## config.mk

```make
export PLATFORM = sky130hd
export DESIGN_NAME = i2c_arb
export DESIGN_NICKNAME = d
export VERILOG_FILES = /design/src/rtl/i2c_arb.sv
export SDC_FILE = /design/constraint.sdc
export NUM_CORES = 1
export LEC_CHECK = 0
export CORE_ASPECT_RATIO = 1.1
export CORE_MARGIN = 2
export CORE_UTILIZATION = 44
export DETAILED_ROUTE_END_ITERATION = 8
export PLACE_DENSITY = 0.89
export SKIP_LAST_GASP = 1
export SLEW_MARGIN = 20
export SYNTH_ARGS = -nofsm -noshare
export SYNTH_HDL_FRONTEND = slang
export SYNTH_SLANG_ARGS = --single-unit
```

## constraint.sdc

```tcl
create_clock -name clk -period 4.49 [get_ports clk]
set_input_delay 0.898 -clock clk [delete_from_list [all_inputs] [get_ports clk]]
set_output_delay 0.898 -clock clk [all_outputs]
set_load 0.05 [all_outputs]
```

## src/rtl/i2c_arb.sv

```systemverilog
`default_nettype none
// ============================================================================
// Module   : i2c_arb
// Summary  : Round-robin arbiter that locks one I2C byte engine to a single
//            requester from its first byte until a last byte or an error.
// Revision : 1.0 - initial release
// ============================================================================
module i2c_arb #(
  parameter int N  = 4,
  parameter int OW = 2
) (
  input  logic           clk,
  input  logic           rstn,
  input  logic [N-1:0]   req_i,
  input  logic [8*N-1:0] addr_i,
  input  logic [8*N-1:0] wdata_i,
  input  logic [N-1:0]   last_i,
  output logic [N-1:0]   ack_o,
  output logic [7:0]     rdata_o,
  output logic           err_o,
  output logic           busy_o,
  output logic [OW-1:0]  owner_o,
  output logic [7:0]     i2caddr,
  output logic [7:0]     i2cwdata,
  output logic           i2creq,
  output logic           i2clast,
  input  logic [7:0]     i2crdata,
  input  logic           i2cack,
  input  logic           i2cerr
);

  typedef enum logic [1:0] {
    S_IDLE  = 2'd0,
    S_ISSUE = 2'd1,
    S_HOLD  = 2'd2
  } state_t;

  state_t        r_state;
  state_t        w_state_nxt;
  logic [OW-1:0] r_ptr;
  logic [OW-1:0] w_ptr_nxt;

  logic [OW-1:0] w_owner_nxt;
  logic [N-1:0]  w_ack_nxt;
  logic [7:0]    w_rdata_nxt;
  logic          w_err_nxt;
  logic          w_busy_nxt;
  logic [7:0]    w_addr_nxt;
  logic [7:0]    w_wdata_nxt;
  logic          w_last_nxt;
  logic          w_req_nxt;

  logic [N-1:0]  w_req_m;
  logic          w_found;
  logic [OW-1:0] w_sel;
  logic [OW-1:0] w_src;
  logic [7:0]    w_src_addr;
  logic [7:0]    w_src_wdata;
  logic          w_src_last;
  logic          w_own_req;
  logic [N-1:0]  w_own_oh;

  function automatic logic [OW-1:0] f_wrap(input int a);
    if (a >= N) return OW'(a - N);
    return OW'(a);
  endfunction

  // A requester that has not yet dropped req in its ack cycle must not reissue.
  assign w_req_m = (ack_o != '0) ? '0 : req_i;

  always_comb begin
    w_found = 1'b0;
    w_sel   = '0;
    for (int i = 0; i < N; i++) begin
      for (int k = 0; k < N; k++) begin
        if (!w_found && w_req_m[k] && (OW'(k) == f_wrap(int'(r_ptr) + i))) begin
          w_found = 1'b1;
          w_sel   = OW'(k);
        end
      end
    end
  end

  always_comb begin
    w_src       = (r_state == S_IDLE) ? w_sel : owner_o;
    w_src_addr  = '0;
    w_src_wdata = '0;
    w_src_last  = 1'b0;
    w_own_req   = 1'b0;
    w_own_oh    = '0;
    for (int k = 0; k < N; k++) begin
      if (OW'(k) == w_src) begin
        w_src_addr  = addr_i[8*k +: 8];
        w_src_wdata = wdata_i[8*k +: 8];
        w_src_last  = last_i[k];
      end
      if (OW'(k) == owner_o) begin
        w_own_req   = w_req_m[k];
        w_own_oh[k] = 1'b1;
      end
    end
  end

  always_comb begin
    w_state_nxt = r_state;
    w_ptr_nxt   = r_ptr;
    w_owner_nxt = owner_o;
    w_ack_nxt   = '0;
    w_rdata_nxt = rdata_o;
    w_err_nxt   = err_o;
    w_addr_nxt  = i2caddr;
    w_wdata_nxt = i2cwdata;
    w_last_nxt  = i2clast;
    w_req_nxt   = i2creq;
    case (r_state)
      S_IDLE: begin
        if (w_found) begin
          w_owner_nxt = w_sel;
          w_addr_nxt  = w_src_addr;
          w_wdata_nxt = w_src_wdata;
          w_last_nxt  = w_src_last;
          w_req_nxt   = 1'b1;
          w_state_nxt = S_ISSUE;
        end
      end
      S_ISSUE: begin
        if (i2cack) begin
          w_req_nxt   = 1'b0;
          w_ack_nxt   = w_own_oh;
          w_rdata_nxt = i2crdata;
          w_err_nxt   = i2cerr;
          if (i2clast || i2cerr) begin
            w_ptr_nxt   = f_wrap(int'(owner_o) + 1);
            w_state_nxt = S_IDLE;
          end else begin
            w_state_nxt = S_HOLD;
          end
        end
      end
      S_HOLD: begin
        if (w_own_req) begin
          w_addr_nxt  = w_src_addr;
          w_wdata_nxt = w_src_wdata;
          w_last_nxt  = w_src_last;
          w_req_nxt   = 1'b1;
          w_state_nxt = S_ISSUE;
        end
      end
      default: begin
        w_req_nxt   = 1'b0;
        w_state_nxt = S_IDLE;
      end
    endcase
  end

  assign w_busy_nxt = (w_state_nxt != S_IDLE);

  always_ff @(posedge clk or negedge rstn) begin
    if (!rstn) begin
      r_state  <= S_IDLE;
      r_ptr    <= '0;
      owner_o  <= '0;
      ack_o    <= '0;
      rdata_o  <= '0;
      err_o    <= 1'b0;
      busy_o   <= 1'b0;
      i2caddr  <= '0;
      i2cwdata <= '0;
      i2clast  <= 1'b0;
      i2creq   <= 1'b0;
    end else begin
      r_state  <= w_state_nxt;
      r_ptr    <= w_ptr_nxt;
      owner_o  <= w_owner_nxt;
      ack_o    <= w_ack_nxt;
      rdata_o  <= w_rdata_nxt;
      err_o    <= w_err_nxt;
      busy_o   <= w_busy_nxt;
      i2caddr  <= w_addr_nxt;
      i2cwdata <= w_wdata_nxt;
      i2clast  <= w_last_nxt;
      i2creq   <= w_req_nxt;
    end
  end

endmodule
`default_nettype wire

```

# Word-level counts from Yosys, hierarchy flattened
# Index checks and enable logic that the tools add are counted.
dict set report classes {
  n_mux 91
  n_lt_le_gt_ge 5
  n_reduce_logical 62
  add_sub_neg 9
  n_eq_ne 23
}
# cell n
set op_table {}
lappend op_table {{two-way mux 8 bit} 12}
lappend op_table {{two-way mux 2 bit} 29}
lappend op_table {{two-way mux 1 bit} 42}
lappend op_table {{one-hot mux 8 bit (2 select lines)} 2}
lappend op_table {{logical AND 1 bit} 31}
lappend op_table {{equality test 2 bit, first input constant} 12}
lappend op_table {{logical NOT 1 bit} 15}
lappend op_table {{logical NOT 2 bit} 7}
lappend op_table {{equality test 1 x 2 -> 1 bit, first input constant} 6}
lappend op_table {{>= comparator 3 bit, second input constant} 4}
lappend op_table {{two-way mux 4 bit} 3}
lappend op_table {{subtractor 2 x 1 -> 2 bit, second input constant} 5}
lappend op_table {{AND reduction 3 bit} 3}
lappend op_table {{adder 2 x 1 -> 3 bit, second input constant} 2}
lappend op_table {{adder 2 x 2 -> 3 bit, second input constant} 2}
lappend op_table {{inequality test 2 bit, second input constant} 3}
lappend op_table {{one-hot mux 2 bit (3 select lines)} 1}
lappend op_table {{AND reduction 2 bit} 2}
lappend op_table {{nonzero test 2 bit} 2}
lappend op_table {{nonzero test 4 bit} 1}
lappend op_table {{>= comparator 2 x 3 -> 1 bit, second input constant} 1}
lappend op_table {{one-hot mux 1 bit (3 select lines)} 1}
lappend op_table {{equality test 2 x 1 -> 1 bit, second input constant} 1}
lappend op_table {{equality test 2 bit, second input constant} 1}
lappend op_table {{2 further kinds} 2}
dict set report totals {
  output_inout_bits 34
  wordCells 201
  regBits 38
}

# Logic depth before layout (Yosys ltp)
dict set report logic_depth {
  word_depth 74
  mapped_depth 10
  ltp_nobuf 7
}

# Worst setup path after synthesis
# Ideal clock, no wire load.
dict set report synth_path {
  kind {reg-to-reg}
  startpoint {register owner_o[0]}
  endpoint {register i2clast}
  required_time_ps 4354
  n_path_buf 1
  period_less_slack_ps 2513
  arrival_ps 2377
  setup_slack_ps 1977
  stages_incl_launch_ff 9
  cell_sequence {dfrtp_1 inv_1 ha_1 nor3b_1 a211oi_1 o211ai_2 buf_4 a2111oi_2 a211oi_2}
}
dict set report synth_between {
  elab_chain_len 8
  elab_cells_between_ends 22
  classes_between {eq/ne: 7; mux: 12; reduce/logical: 3}
}
# element line_no
set synth_lines {}
lappend synth_lines {{from (decl)} 22} ;# output logic [OW-1:0] owner_o,
lappend synth_lines {{from (signal assigned)} 174} ;# owner_o <= w_owner_nxt;
lappend synth_lines {{two-way mux 2 bit} 85} ;# w_src = (r_state == S_IDLE) ? w_sel : owner_o;
lappend synth_lines {{logical NOT 2 bit} 92} ;# if (OW'(k) == w_src) begin
lappend synth_lines {{two-way mux 1 bit (4 in a row)} 92}
lappend synth_lines {{two-way mux 1 bit (on tied branches)} {141, 117}}
lappend synth_lines {{one-hot mux 1 bit (2 select lines)} 115} ;# case (r_state)
lappend synth_lines {{to (signal assigned)} 181} ;# i2clast <= w_last_nxt;
lappend synth_lines {{to (decl)} 26} ;# output logic i2clast,
# Several ways; a longest one is shown, not always the timed one. The select of a mux whose other input is x is not followed.
# A chain may end at the register's enable or synchronous reset.

# Worst setup path after layout
dict set report layout_path {
  startpoint {input port req_i[0]}
  endpoint {register i2cwdata[5]}
}
dict set report layout_between {
  elab_chain_len 71
  elab_cells_between_ends 97
  classes_between {eq/ne: 5; mux: 44; reduce/logical: 48}
}
# element line_no
set layout_lines {}
lappend layout_lines {{from (decl)} 14} ;# input logic [N-1:0] req_i,
lappend layout_lines {{two-way mux 4 bit (*)} 69} ;# assign w_req_m = (ack_o != '0) ? '0 : req_i;
lappend layout_lines {{logical AND 1 bit} 76} ;# if (!w_found && w_req_m[k] && (OW'(k) == f_wrap(int'(r_ptr) + i))) begin
lappend layout_lines {{two-way mux 1 bit} 76}
lappend layout_lines {{logical NOT 1 bit} 76}
lappend layout_lines {{logical AND 1 bit (2 in a row)} 76}
lappend layout_lines {{two-way mux 1 bit} 76}
lappend layout_lines {{logical NOT 1 bit} 76}
lappend layout_lines {{logical AND 1 bit (2 in a row)} 76}
lappend layout_lines {{[... 49 more ...]} -}
lappend layout_lines {{logical NOT 1 bit} 76}
lappend layout_lines {{logical AND 1 bit (2 in a row)} 76}
lappend layout_lines {{two-way mux 2 bit} 76}
lappend layout_lines {{two-way mux 2 bit} 85}
lappend layout_lines {{logical NOT 2 bit} 92}
lappend layout_lines {{two-way mux 8 bit (4 in a row)} 92}
lappend layout_lines {{two-way mux 8 bit (on tied branches)} {141, 117}}
lappend layout_lines {{one-hot mux 8 bit (2 select lines)} 115}
lappend layout_lines {{to (signal assigned)} 180} ;# i2cwdata <= w_wdata_nxt;
lappend layout_lines {{to (decl)} 24} ;# output logic [7:0] i2cwdata,
# Mark *: on every way between the ends. The rest lies on a longest branch, timed or not. The select of a mux whose other input is x is not followed.

==> summary.md <==
| Metric | Value |
|---|---|
| Synthesized flop and latch total | `38` |
| Largest net degree at the start of global routing | `39` |
| Fin nets | `448` |
| Maximum VDD drop | `roughly 0.35 mV` |
| Vias in the first global route | `2400` |
| Min Tclk post-route | `between 3 and 4 ns` |
| Worst EP arrival | `3.44 ns` |
| Sequential fraction of the synthesis area | `approximately 39%` |
| Cell row count | `28` |
| Worst path required time | `4.64 ns` |
| F_max | `~300 MHz` |
| Crit path to | `i2cwdata[5]$_DFFE_PN0P_` |
| Post-DP HPWL | `roughly 5400 um` |
| I/O Pins | `118` |
| Mux cell area share after synthesis | `6.94%` |
| R2R setup slack | `1.69 ns` |
| Hold_ws | `0.473 ns` |
| Post-DRT Antenna Nets | `0` |
| 1st-pass router iterations | `4` |
| Routed WL per cell | `16.5 um` |
| Post-Layout Cell Count | `434` |
| Final slew viol count | `0` |
| Routed WL | `7180 um` |
| Post-CTS sizing | `0` |
| Actual slew at the worst max-slew pin | `about 1.0 ns` |
| Synth async-reset ratio | `100%` |
| XOR/XNOR Fraction of Synth Area | `0%` |
| DR DRC count | `0` |
| Initial antenna violation count | `0` |
| Global placer's final weighted congestion | `0.785` |
| Die area | `6230 sq um` |
| Num CTS Buffers | `5` |
| Worst skew pair latency | `slightly below 0.3 ns` |
| R2R Path Start | `owner_o[0]$_DFFE_PN0P_` |
| Post-synth EDFFs | `0` |
| Compound-Gate Fraction of Synth Area | `roughly 28%` |
| RSZ-0062 raised after global routing | `no` |
| Root buffer cell | `clkbuf_8` |
| CTS tree | `built` |
| Post-synth net total | `between 300 and 400` |
| First-pass GRT wire length | `11100 um` |
| Overall Global Routing Usage | `22.9%` |
| Worst setup path class | `input pin to register` |
| Core Region | `approximately 5400 sq um` |
| DRT iter0 DRCs | `110` |
| Initial core utilization | `approximately 46%` |
| Post-Synth Adder-Cell Area | `2.03%` |
| CTS H-tree depth | `2` |
| Synth Area in Simple Gates | `18.4%` |
| Pleak | `1.49 nW` |
| Final Setup Violations | `0` |
| FF-to-FF End | `i2caddr[2]$_DFFE_PN0P_` |
| Worst-path clk slew | `0.07 ns` |
| Clk_skew | `0.00541 ns` |
| Commonest non-fill, non-tap cell in the layout | `clkdlybuf4s50_1` |
| Most frequent cells in the layout | `clkdlybuf4s50_1 (116), nand2_1 (48), dfrtp_1 (38)` |
| Reg2Reg Depth | `7` |
| Via-to-Cell Ratio | `5.52` |
| Share of layout cells above drive strength 1 | `10.9%` |
| Final Cycle Share | `73.3%` |
| CP startpoint kind | `input pin` |
| P&R area growth vs syn | `49.6%` |
| Routed vias | `between 2000 and 2500` |
| Count of final hold-check violations | `0` |
| Total grt overflow | `0` |
| YS warnings | `0` |
| IO buf count | `117` |
| Top_reg_cell synth | `dfrtp_1` |
| Clk sink count | `38` |
| Clock Tree Buf Depth | `2` |
| Status | `completed` |
| CP startpoint | `req_i[0]` |
| Worst Setup End Kind | `register` |
| Hold Buf Count CTS | `0` |
| Post-CTS Setup Inserts | `0` |
| Placed cells | `428` |
| Die height | `82.6 um` |
| Hold Startpoint | `rdata_o[4]$_DFFE_PN0P_` |
| Antenna fix cells | `0` |
| Chip Width | `approximately 75 um` |
| Synthesized area | `2470 sq um` |
| Crit path max fanout | `22` |
| Fin Setup TNS | `0 ns` |
| Worst min path class | `register to register` |
| Cell count after synthesis | `253` |
| Power Density | `768 nW/um^2` |
| Largest family of logic cells by synthesized area | `compound AO/OA/AOI/OAI gates` |
| Max-slew headroom | `roughly a third` |
| Avg Inst Size Synth | `9.76 sq um` |
| Unique masters post-synth | `between 40 and 50` |
| Max Cap Viol | `0` |
[where the power goes]
part           leakage [nW]  switching (mW)  internal (mW)
clock                0.0431           0.113          0.118
combinational         0.990            1.25          0.717
sequential            0.452           0.127          0.508
[worst min-delay path by stage]
| stage | slack (ns) | to | cells after the start |
|---|---|---|---|
| 6_report | 0.47 | rdata_o[4]$_DFFE_PN0P_ | 2 |
| 5_1_grt | 0.51 | rdata_o[4]$_DFFE_PN0P_ | 2 |
| 4_1_cts | 0.48 | rdata_o[4]$_DFFE_PN0P_ | 2 |
| 3_5_place_dp | 0.46 | rdata_o[4]$_DFFE_PN0P_ | 2 |
| 3_3_place_gp | 0.46 | rdata_o[4]$_DFFE_PN0P_ | 2 |
| 2_1_floorplan | 0.50 | r_ptr[0]$_DFFE_PN0P_ | 2 |
[routing by layer]
layer	share of wire (%)	vias up	track usage [%]
met5	0	-	0
met4	1.2	0	6.84
met3	6.4	7	3.76
met2	51	92	40.6
met1	42	1145	28.3
li1	-	1151	-
[stage by stage]
step | power, mW | utilization (%) | setup WS [ns] | cell area [sq um]
6_report | 2.84 | 68.4 | 1.20 | 3690
5_1_grt | 3.00 | 68.4 | 1.04 | 3690
4_1_cts | 2.85 | 68.4 | 1.24 | 3690
3_5_place_dp | 2.61 | 66.8 | 0.929 | 3610
3_3_place_gp | 2.55 | 66.8 | 1.06 | 3610
2_1_floorplan | 2.13 | - | 1.98 | 2470
[cells by family after synthesis]
group / after synthesis
DFF: 38
and+or+nand+nor: 95
muxes: 17
buffers and inverters: 24
AOI/OAI and AO/OA: 75
adders and majority gates: 4
[final cells by class]
type                       instances  area [sq um]
timing repair buffer             118          1170
tap                               75          93.8
clock buffer                       6          82.6
sequential                        38           951
multi-input combinational        191          1370
inverter                           6          22.5
fill                             457          1700
[worst max-delay path, stage by stage]
cell and delay [ns]:
clkdlybuf4s50_1 0.54, or3b_1 0.39, and3_1 0.19, buf_4 0.20, a31o_1 0.54, a2111oi_0 0.58
a211oi_1 0.09
[cells in the mapped netlist (all sizes together), types with 2 or more instances]
| cell type | instances | area [sq um] |
|---|---|---|
| a31o | 2 | 26.3 |
| ha | 4 | 50.1 |
| mux2i | 16 | 160 |
| nand3 | 4 | 20.0 |
| o21ai | 9 | 48.8 |
| and2 | 6 | 40.0 |
| a2111oi | 17 | 218 |
| buf | 13 | 111 |
| nand2 | 48 | 180 |
| a311oi | 2 | 17.5 |
| a31oi | 16 | 100 |
| a21oi | 2 | 10.0 |
| dfrtp | 38 | 951 |
| nor2b | 5 | 31.3 |
| inv | 6 | 22.5 |
| a32o | 2 | 20.0 |
| nor2 | 21 | 78.8 |
| and3 | 2 | 12.5 |
| nor3b | 2 | 15.0 |
| a211oi | 19 | 193 |
| nand2b | 2 | 20.0 |
| clkbuf | 5 | 18.8 |
[flip-flops by register name, indices dropped and copies added (netlist names)]
| register | count |
|---|---|
| r_ptr | 2 |
| i2clast | 1 |
| rdata_o | 8 |
| i2cwdata | 8 |
| err_o | 1 |
| r_state | 2 |
| i2creq | 1 |
| busy_o | 1 |
| owner_o | 2 |
| ack_o | 4 |
| i2caddr | 8 |
Power figures use the tool's default switching activity.
